===== config.mk =====
export PLATFORM = sky130hd
export DESIGN_NAME = uart_rx_os_flat
export DESIGN_NICKNAME = d
export VERILOG_FILES = /design/src/rtl/uart_rx_os_pkg.sv /design/src/rtl/uart_rx_os_if.sv /design/src/rtl/uart_rx_os_baud_tick.sv /design/src/rtl/uart_rx_os.sv /design/src/flat_wrapper.sv
export SDC_FILE = /design/constraint.sdc
export NUM_CORES = 1
export LEC_CHECK = 0
export ABC_AREA = 0
export CAP_MARGIN = 20
export CORE_MARGIN = 3
export CORE_UTILIZATION = 50
export DETAILED_ROUTE_END_ITERATION = 16
export GPL_TIMING_DRIVEN = 1
export HOLD_SLACK_MARGIN = 0.06
export PLACE_DENSITY = 0.8
export SLEW_MARGIN = 20
export SYNTH_ARGS = -nofsm -noshare
export SYNTH_HDL_FRONTEND = slang
export SYNTH_SLANG_ARGS = --single-unit

===== constraint.sdc =====
create_clock -name clk -period 1.95 [get_ports clk]
set_input_delay 0.39 -clock clk [delete_from_list [all_inputs] [get_ports clk]]
set_output_delay 0.39 -clock clk [all_outputs]
set_load 0.005 [all_outputs]

===== src/rtl/uart_rx_os_pkg.sv =====
// Shared constants and helpers for the oversampling UART receiver.
// FSM encodings, 3-input majority vote and baud divider derivation.
package uart_rx_os_pkg;

  localparam logic [2:0] ST_IDLE   = 3'd0;
  localparam logic [2:0] ST_START  = 3'd1;
  localparam logic [2:0] ST_DATA   = 3'd2;
  localparam logic [2:0] ST_PARITY = 3'd3;
  localparam logic [2:0] ST_STOP   = 3'd4;

  function automatic logic maj3(input logic a, input logic b, input logic c);
    return (a & b) | (a & c) | (b & c);
  endfunction

  function automatic int calc_div(input int clk_freq, input int baud_rate, input int oversample);
    return clk_freq / (baud_rate * oversample);
  endfunction

endpackage


===== src/rtl/uart_rx_os_if.sv =====
// Byte hand-off bundle from the receiver to its consumer (valid/ready plus per-byte status).
// master = receiver side, slave = consumer side.
interface uart_rx_os_if;
  logic [7:0] rx_data;
  logic       rx_valid;
  logic       rx_ready;
  logic       frame_err;
  logic       parity_err;
  logic       overrun;
  logic       busy;

  modport master (
    output rx_data, rx_valid, frame_err, parity_err, overrun, busy,
    input  rx_ready
  );

  modport slave (
    input  rx_data, rx_valid, frame_err, parity_err, overrun, busy,
    output rx_ready
  );
endinterface


===== src/rtl/uart_rx_os_baud_tick.sv =====
// Oversample tick generator: one-clk tick every DIV clks, restartable by clr to re-phase on a start edge.
// First tick arrives DIV clks after clr; no backpressure.
module uart_baud_tick
  import uart_rx_os_pkg::*;
#(
  parameter int clk_freq   = 1843200,
  parameter int baud_rate  = 9600,
  parameter int OVERSAMPLE = 16
) (
  input  logic clk,
  input  logic rst,
  input  logic clr,
  output logic tick
);

  localparam int DIV = calc_div(clk_freq, baud_rate, OVERSAMPLE);
  localparam int CW  = (DIV > 1) ? $clog2(DIV) : 1;

  generate
    if (DIV < 1) begin : g_div_chk
      $error("uart_baud_tick: clock too slow for baud_rate*OVERSAMPLE");
    end
  endgenerate

  logic [CW-1:0] cnt;

  always_ff @(posedge clk or negedge rst) begin
    if (!rst) begin
      cnt  <= '0;
      tick <= 1'b0;
    end else if (clr) begin
      cnt  <= '0;
      tick <= 1'b0;
    end else if (cnt == CW'(DIV - 1)) begin
      cnt  <= '0;
      tick <= 1'b1;
    end else begin
      cnt  <= cnt + CW'(1);
      tick <= 1'b0;
    end
  end

endmodule


===== src/rtl/uart_rx_os.sv =====
// Oversampling 8-bit UART receiver with glitch-rejecting start detect, optional parity and stop check.
// Byte presented the clk after the stop-bit vote via a 1-entry valid/ready register; drops (overrun) when full.
module uart_rx_os
  import uart_rx_os_pkg::*;
#(
  parameter int clk_freq   = 1843200,
  parameter int baud_rate  = 9600,
  parameter int OVERSAMPLE = 16,
  parameter int PARITY_EN  = 0,
  parameter int PARITY_ODD = 0
) (
  input  logic          clk,
  input  logic          rst,
  input  logic          rx,
  uart_rx_os_if.master  rxo
);

  generate
    if (OVERSAMPLE < 8 || (OVERSAMPLE % 2) != 0) begin : g_os_chk
      $error("uart_rx_os: OVERSAMPLE must be even and >= 8");
    end
  endgenerate

  localparam int   M   = OVERSAMPLE / 2;
  localparam int   SCW = $clog2(OVERSAMPLE);
  localparam logic POD = (PARITY_ODD != 0);
  localparam logic PEN = (PARITY_EN != 0);

  logic           rx_s1, rx_s2, rx_prev;
  logic [2:0]     state;
  logic [SCW-1:0] sc;
  logic [2:0]     bit_idx;
  logic [7:0]     shreg;
  logic           par_acc, par_err_q;
  logic           smp0, smp1;
  logic           tick, fall, vote, at_vote, at_end, clr_div, load, accept;

  assign fall    = rx_prev & ~rx_s2;
  assign vote    = maj3(smp0, smp1, rx_s2);
  assign at_vote = tick && (sc == SCW'(M + 1));
  assign at_end  = tick && (sc == SCW'(OVERSAMPLE - 1));
  assign clr_div = (state == ST_IDLE) && fall;
  assign load    = (state == ST_STOP) && at_vote;
  assign accept  = rxo.rx_valid & rxo.rx_ready;
  assign rxo.busy = (state != ST_IDLE);

  uart_baud_tick #(
    .clk_freq   (clk_freq),
    .baud_rate  (baud_rate),
    .OVERSAMPLE (OVERSAMPLE)
  ) u_tick (
    .clk  (clk),
    .rst  (rst),
    .clr  (clr_div),
    .tick (tick)
  );

  // rx_prev is one stage past the synchroniser so fall sees a clean edge
  always_ff @(posedge clk or negedge rst) begin
    if (!rst) begin
      rx_s1   <= 1'b1;
      rx_s2   <= 1'b1;
      rx_prev <= 1'b1;
    end else begin
      rx_s1   <= rx;
      rx_s2   <= rx_s1;
      rx_prev <= rx_s2;
    end
  end

  always_ff @(posedge clk or negedge rst) begin
    if (!rst) begin
      smp0 <= 1'b1;
      smp1 <= 1'b1;
    end else if (tick) begin
      if (sc == SCW'(M - 1)) smp0 <= rx_s2;
      if (sc == SCW'(M))     smp1 <= rx_s2;
    end
  end

  always_ff @(posedge clk or negedge rst) begin
    if (!rst) begin
      state     <= ST_IDLE;
      sc        <= '0;
      bit_idx   <= '0;
      shreg     <= '0;
      par_acc   <= 1'b0;
      par_err_q <= 1'b0;
    end else if (state == ST_IDLE) begin
      if (fall) begin
        state     <= ST_START;
        sc        <= '0;
        bit_idx   <= '0;
        par_acc   <= 1'b0;
        par_err_q <= 1'b0;
      end
    end else begin
      if (tick) sc <= (sc == SCW'(OVERSAMPLE - 1)) ? '0 : sc + SCW'(1);
      case (state)
        ST_START: begin
          // a start bit that has gone high again by mid-bit is treated as noise
          if (at_vote && vote) state <= ST_IDLE;
          else if (at_end)     state <= ST_DATA;
        end
        ST_DATA: begin
          if (at_vote) begin
            shreg   <= {vote, shreg[7:1]};
            par_acc <= par_acc ^ vote;
          end
          if (at_end) begin
            if (bit_idx == 3'd7) state <= PEN ? ST_PARITY : ST_STOP;
            bit_idx <= bit_idx + 3'd1;
          end
        end
        ST_PARITY: begin
          if (at_vote) par_err_q <= (vote != (par_acc ^ POD));
          if (at_end)  state <= ST_STOP;
        end
        ST_STOP: begin
          // leave at mid stop bit so the next start edge is never missed
          if (at_vote) state <= ST_IDLE;
        end
        default: state <= ST_IDLE;
      endcase
    end
  end

  always_ff @(posedge clk or negedge rst) begin
    if (!rst) begin
      rxo.rx_data    <= '0;
      rxo.rx_valid   <= 1'b0;
      rxo.frame_err  <= 1'b0;
      rxo.parity_err <= 1'b0;
      rxo.overrun    <= 1'b0;
    end else begin
      rxo.overrun <= 1'b0;
      if (load && (!rxo.rx_valid || accept)) begin
        rxo.rx_data    <= shreg;
        rxo.frame_err  <= ~vote;
        rxo.parity_err <= PEN & par_err_q;
        rxo.rx_valid   <= 1'b1;
      end else begin
        if (accept) rxo.rx_valid <= 1'b0;
        if (load)   rxo.overrun  <= 1'b1;
      end
    end
  end

endmodule


===== src/flat_wrapper.sv =====
// flat-port wrapper written by rule: the top's interface ports become plain ports
module uart_rx_os_flat import uart_rx_os_pkg::*;
#(
  parameter int clk_freq   = 1843200,
  parameter int baud_rate  = 9600,
  parameter int OVERSAMPLE = 16,
  parameter int PARITY_EN  = 0,
  parameter int PARITY_ODD = 0
)
  (clk, rst, rx, rxo_rx_data, rxo_rx_valid, rxo_frame_err, rxo_parity_err, rxo_overrun, rxo_busy, rxo_rx_ready);
  uart_rx_os_if rxo_i ();
  input  logic clk;
  input  logic rst;
  input  logic rx;
  output wire logic [$bits(rxo_i.rx_data)-1:0] rxo_rx_data;
  output wire logic [$bits(rxo_i.rx_valid)-1:0] rxo_rx_valid;
  output wire logic [$bits(rxo_i.frame_err)-1:0] rxo_frame_err;
  output wire logic [$bits(rxo_i.parity_err)-1:0] rxo_parity_err;
  output wire logic [$bits(rxo_i.overrun)-1:0] rxo_overrun;
  output wire logic [$bits(rxo_i.busy)-1:0] rxo_busy;
  input wire logic [$bits(rxo_i.rx_ready)-1:0] rxo_rx_ready;
  assign rxo_rx_data = rxo_i.rx_data;
  assign rxo_rx_valid = rxo_i.rx_valid;
  assign rxo_frame_err = rxo_i.frame_err;
  assign rxo_parity_err = rxo_i.parity_err;
  assign rxo_overrun = rxo_i.overrun;
  assign rxo_busy = rxo_i.busy;
  assign rxo_i.rx_ready = rxo_rx_ready;
  uart_rx_os #(.clk_freq(clk_freq), .baud_rate(baud_rate), .OVERSAMPLE(OVERSAMPLE), .PARITY_EN(PARITY_EN), .PARITY_ODD(PARITY_ODD)) u_core (.clk(clk), .rst(rst), .rx(rx), .rxo(rxo_i));
endmodule

Word-level counts from Yosys, hierarchy flattened --
Index checks and enable logic that the tools add are counted.
Storage, ports and cells: register bits after elaboration 39, bits of input ports 4, output and inout bits 13, logic and storage cells 89
Operators by class: add/sub/neg operators 3, equality and inequality tests 16, multiplexer cells 25, bitwise gates (word level) 10, reductions and logical operators 20
Operators with widths (number):
- 3-bit two-way mux | 12
- 4-bit two-way mux | 6
- 4-bit == test (second input constant) | 4
- 3-bit by 1-bit inequality test with 1-bit output (second input constant) | 4
- 3-bit one-hot mux with 4 select lines | 1
- 4-bit by 1-bit adder with 4-bit output (second input constant) | 2
- 2-bit nonzero test | 4
- 3-bit by 2-bit == test with 1-bit output (second input constant) | 2
- 3-bit == test (second input constant) | 2
- 1-bit logical AND | 6
- 1-bit two-way mux | 6
- 2-bit AND reduction | 3
- 3-bit AND reduction | 2
- 6-bit AND reduction | 1
- 1-bit AND | 5
- 4-bit by 3-bit == test with 1-bit output (second input constant) | 1
- 4-bit by 1-bit inequality test with 1-bit output (second input constant) | 1
- 3-bit by 1-bit adder with 3-bit output (second input constant) | 1
- 3-bit by 1-bit == test with 1-bit output (second input constant) | 1
- 3-bit zero test | 1
- 1-bit inverter | 3
- 3-bit nonzero test | 1
- 2-bit by 1-bit inequality test with 1-bit output (second input constant) | 1
- 1-bit OR | 2
- other kinds (2) | 2

Depth between registers and ports, before layout --
word-level depth 7, gate-level depth with buffers 6, mapped depth without buffers 5

Modules after synthesis --
A second synthesis with hierarchy kept.
Second synthesis, totals: cells, all modules 133, area, all modules 1766.7 µm²
By module, submodules not included:
- uart_rx_os | times used 1, cells each 115, area each 1551.5 µm², sequential area each 857.1 µm²
- uart_baud_tick | times used 1, cells each 18, area each 215.2 µm², sequential area each 125.1 µm²

Worst setup path after synthesis --
No wires, ideal clock.
path type reg-to-reg, start point register u_core.sc[1], end point register u_core.rxo.rx_data[0], setup time 0.128 ns, data arrival time 1.428 ns, required time 1.822 ns, setup slack 0.394 ns, stages on the path, launching flop included 7, path buffers 1, clock period less this slack 1.556 ns, cells stage by stage dfrtp_1 -> inv_1 -> ha_1 -> and4b_1 -> buf_2 -> nand4_4 -> mux2_1
Between the ends: longest elaborated chain between the ends 4
Ends and longest elaborated chain:
- start: declaration | RTL line uart_rx_os.sv:31 | logic [SCW-1:0] sc;
- start signal: assignment | RTL line uart_rx_os.sv:98 | if (tick) sc <= (sc == SCW'(OVERSAMPLE - 1)) ? '0 : sc + SCW'(1);
- 4-bit == test | RTL line uart_rx_os.sv:40 | assign at_vote = tick && (sc == SCW'(M + 1));
- 1-bit logical AND | RTL line uart_rx_os.sv:40
- 1-bit logical AND | RTL line uart_rx_os.sv:43 | assign load = (state == ST_STOP) && at_vote;
- 1-bit logical AND | RTL line uart_rx_os.sv:137 | if (load && (!rxo.rx_valid || accept)) begin
- end signal: assignment | RTL line uart_rx_os.sv:138 | rxo.rx_data <= shreg;
- end: declaration | RTL line uart_rx_os_if.sv:13 | output rx_data, rx_valid, frame_err, parity_err, overrun, busy,
Every way passes these cells. A chain may end at the register's enable or synchronous reset.

Worst setup path after layout --
start point register u_core.sc[1], end point register u_core.rxo.rx_data[5]
The elaborated chain is that of the path after synthesis.

==> flow_summary.toml <==
[sta]
fin_crit_ns = 1.743
rsz0062_at_grt = "false"
tightestPinTransition_ns = 0.6322
max-slew-margin-rel_pct = 57.49
timing.final.hold_violations = 0
fmax_mhz = 573.8
fin_crit_sh_pct = 89.38
clock_skew_ns = 0.007869
finalMaxSlewViolations = 0
setup_viol = 0
tns_ns = 0

[cts]
cts.path.max_buffers = 2
clk-insertion-delay-late_ns = 0.34
clk_pin_slew_ns = 0.11
cts-root-buf = "clkbuf_4"
cts.htree.levels = 2
holdBufCountCts = 0
numCtsBuffers = 5
cts_tree = "done"
cts_sinks = 39

[worst_setup_path]
worstSetupPathType = "register to register"
endpoint_kind = "register"
critPathArrivalTime_ns = 1.98
crit_required_ns = 2.19
path_max_fanout = 9
start_kind = "register"

[layout]
drive_gt1_share_pct = 18.59
synthToLayoutAreaGrowth_pct = 18.02
finalInstanceArea_mm2 = 0.002032
n_antenna_cell = 0
fillCellCount = 273
layout.cells.non_filler = 200
nets = 165

[power]
p_leak_nw = 0.9713
pwr_density_cell_mw_per_mm2 = 857.9
switching_power_w = 0.0004446
ir_drop_mv = 0.5606
p_seq_share_pct = 54.3
clkPwrFrac_pct = 31.8
power.internal_w = 0.001299
p_comb_share_pct = 13.9
switching_share_pct = 25.50

[route]
wl_per_cell_um = 14.11
dr_wl_met2_um = 1384
top_layer_used = "met4"
drc_errors = 0
firstDrtPassIters = 4
antenna_left = 0
viasPerCell = 5.545
drtIter0Drc = 71
vias = 1109
met3_length_um = 89
totalWireLength_um = 2822
wl_met1_um = 1308

[grt]
track_usage_pct = 16.34
overflow = 0
grt_max_degree = 40
first_global_vias = 1160
antenna_found_initial = 0
grt_pass1_wl_um = 5230

[place]
placed_area_mm2 = 0.001929
io_buffers = 15
dp_cells = 191
hpwl_um = 1984
globalplace.congestion = 0.8503

[min_path]
worstHoldPathType = "input pin to asynchronous set/reset pin"

[floorplan]
die-area_mm2 = 0.004184
start_util_pct = 54.17
fp.dieH_um = 64.68
rows = 20
fp.dieW_um = 64.68
ios = 17
core_area_mm2 = 0.003178

[logic_synthesis]
avgSynthCellArea_um2 = 13.04
synth_fp_nets = 142
syn_area_mm2 = 0.001722
synth-seq-cells = 39
yosysSeqAreaShare_pct = 57.05
synthCells = 132
synth.distinct_cells = 41
yosys_warnings = 0

[flow_run]
maxCapViolCount = 0

[status]
status = "finished, final reports clean"
[placed cells by master (no fill, tap or decap), types with 2 or more instances in the layout]
master / instances
nand3b_1: 3
and2_1: 2
buf_4: 5
nand2_1: 4
clkdlybuf4s50_1: 13
clkbuf_4: 5
a31o_2: 2
nand3_1: 2
a21oi_1: 4
and3b_1: 2
a22o_1: 2
mux2_1: 15
inv_1: 6
nand2b_1: 2
dfstp_2: 5
nor2_1: 5
a311oi_1: 2
o21ai_0: 3
mux2_2: 5
mux2i_1: 2
dfrtp_1: 34
and4_1: 2
nand4_1: 2
ha_1: 6
[layout make-up]
| type | count | area, um2 | share of cell area (%) |
|---|---|---|---|
| clock buffers | 6 | 51.30 | 2.525 |
| clock inverters | 2 | 35.03 | 1.724 |
| inverters | 6 | 22.52 | 1.108 |
| multi-input cells | 83 | 700.7 | 34.48 |
| flip-flops and latches | 39 | 982.2 | 48.34 |
| well taps | 44 | 55.05 | 2.709 |
| repair buffers | 20 | 185.2 | 9.113 |
[sequential cells by signal (all words and copies together), names as in the netlist]
signal / flops
u_core.rx_s1: 1
u_core.u_tick.cnt: 4
u_core.rxo.rx_data: 8
u_core.state: 3
u_core.rx_s2: 1
u_core.rxo.overrun: 1
u_core.smp0: 1
u_core.rxo.rx_valid: 1
u_core.shreg: 8
u_core.sc: 4
u_core.rx_prev: 1
u_core.bit_idx: 3
u_core.smp1: 1
u_core.u_tick.tick: 1
u_core.rxo.frame_err: 1
[cell usage after synthesis, drive strengths merged]
cell type  count  area [um2]
nand4b         1       8.760
and2           2       12.51
o32ai          1       8.760
and4b          1       10.01
dfrtp         34       850.8
nand3b         3       22.52
o21ai          3       15.01
nor3           2       15.01
nand2          5       21.27
inv            6       22.52
a22oi          1       7.510
buf            4       22.52
a311oi         2       17.52
a21boi         1       7.510
nor2           5       18.77
nor3b          1       7.510
a31o           3       26.28
a22o           2       17.52
nand3          2       10.01
and4           2       17.52
nand4          3       33.78
conb           1       3.750
maj3           1       10.01
nor2b          1       6.260
ha             6       75.07
and3           1       6.260
nor4           1       6.260
o31ai          1       7.510
or3            1       6.260
mux2          20       225.2
and3b          2       17.52
a21oi          4       20.02
dfstp          5       131.4
nand2b         2       12.51
mux2i          2       20.02
[cells by family after synthesis]
logic type                 Yosys count  share of synthesized area [%]
adders and majority gates            7                          4.942
buffers and inverters               10                          2.616
muxes                               22                          14.24
DFF                                 39                          57.05
other                                1                         0.2178
and+or+nand+nor                     35                          13.52
AOI/OAI and AO/OA                   18                          7.414
[worst paths after layout]
path / start / end / slack [ns] / cells past startpoint
worst max-delay path: u_core.sc[1] / u_core.rxo.rx_data[5] / 0.21 / 5
worst min-delay path: rst / u_core.rxo.rx_data[2] / 0.07 / 2
worst max register to register: u_core.sc[1] / u_core.rxo.rx_data[5] / 0.21 / 5
worst min register to register: u_core.rx_s1 / u_core.rx_s2 / 0.37 / 0
max in group asynchronous: rst / u_core.rx_prev / 1.52 / 2
min in group clk: u_core.rx_s1 / u_core.rx_s2 / 0.37 / 0
[stage by stage]
step | utilization (%) | total power [W] | setup slack, ns | hold slack, ns
global route | 63.94 | 0.001854 | 0.09620 | 0.08107
detailed placement | 60.71 | 0.001200 | 0.1988 | 0.3544
global placement | 60.71 | 0.001174 | 0.2249 | 0.3456
floorplan | - | 0.001112 | 0.3944 | 0.09441
finish | 63.94 | 0.001743 | 0.2071 | 0.07348
CTS | 63.86 | 0.001771 | 0.02280 | 0.07782
[power groups by stage]
stage                     sequential, W  clock [W]  combinational [W]
after floorplan                0.000941          0           0.000171
after global placement         0.000953          0           0.000221
after detailed placement       0.000960          0           0.000240
after CTS                      0.000946   0.000576           0.000249
after global routing           0.000959   0.000618           0.000277
final                          0.000947   0.000555           0.000241
[critical path, cell delays in order (launching register included)]
cell     delay, ns
dfrtp_1       0.43
inv_1         0.10
ha_1          0.14
and4b_1       0.36
nand4_4       0.25
mux2_1        0.37
[repair_timing]
item / CTS / global route
setup endpoints to repair: 1 / 1
gates cloned: 0 / 0
pin swaps: 1 / 1
resized for setup: 1 / 1
buffers inserted: 1 / 0
[metal layers]
metal	global-route usage, %	vias to the layer above
met4	6.332	0
met5	0	-
met2	26.55	15
li1	-	523
met1	19.84	567
met3	5.893	4
No activity file was read; power rests on OpenSTA's default activity.
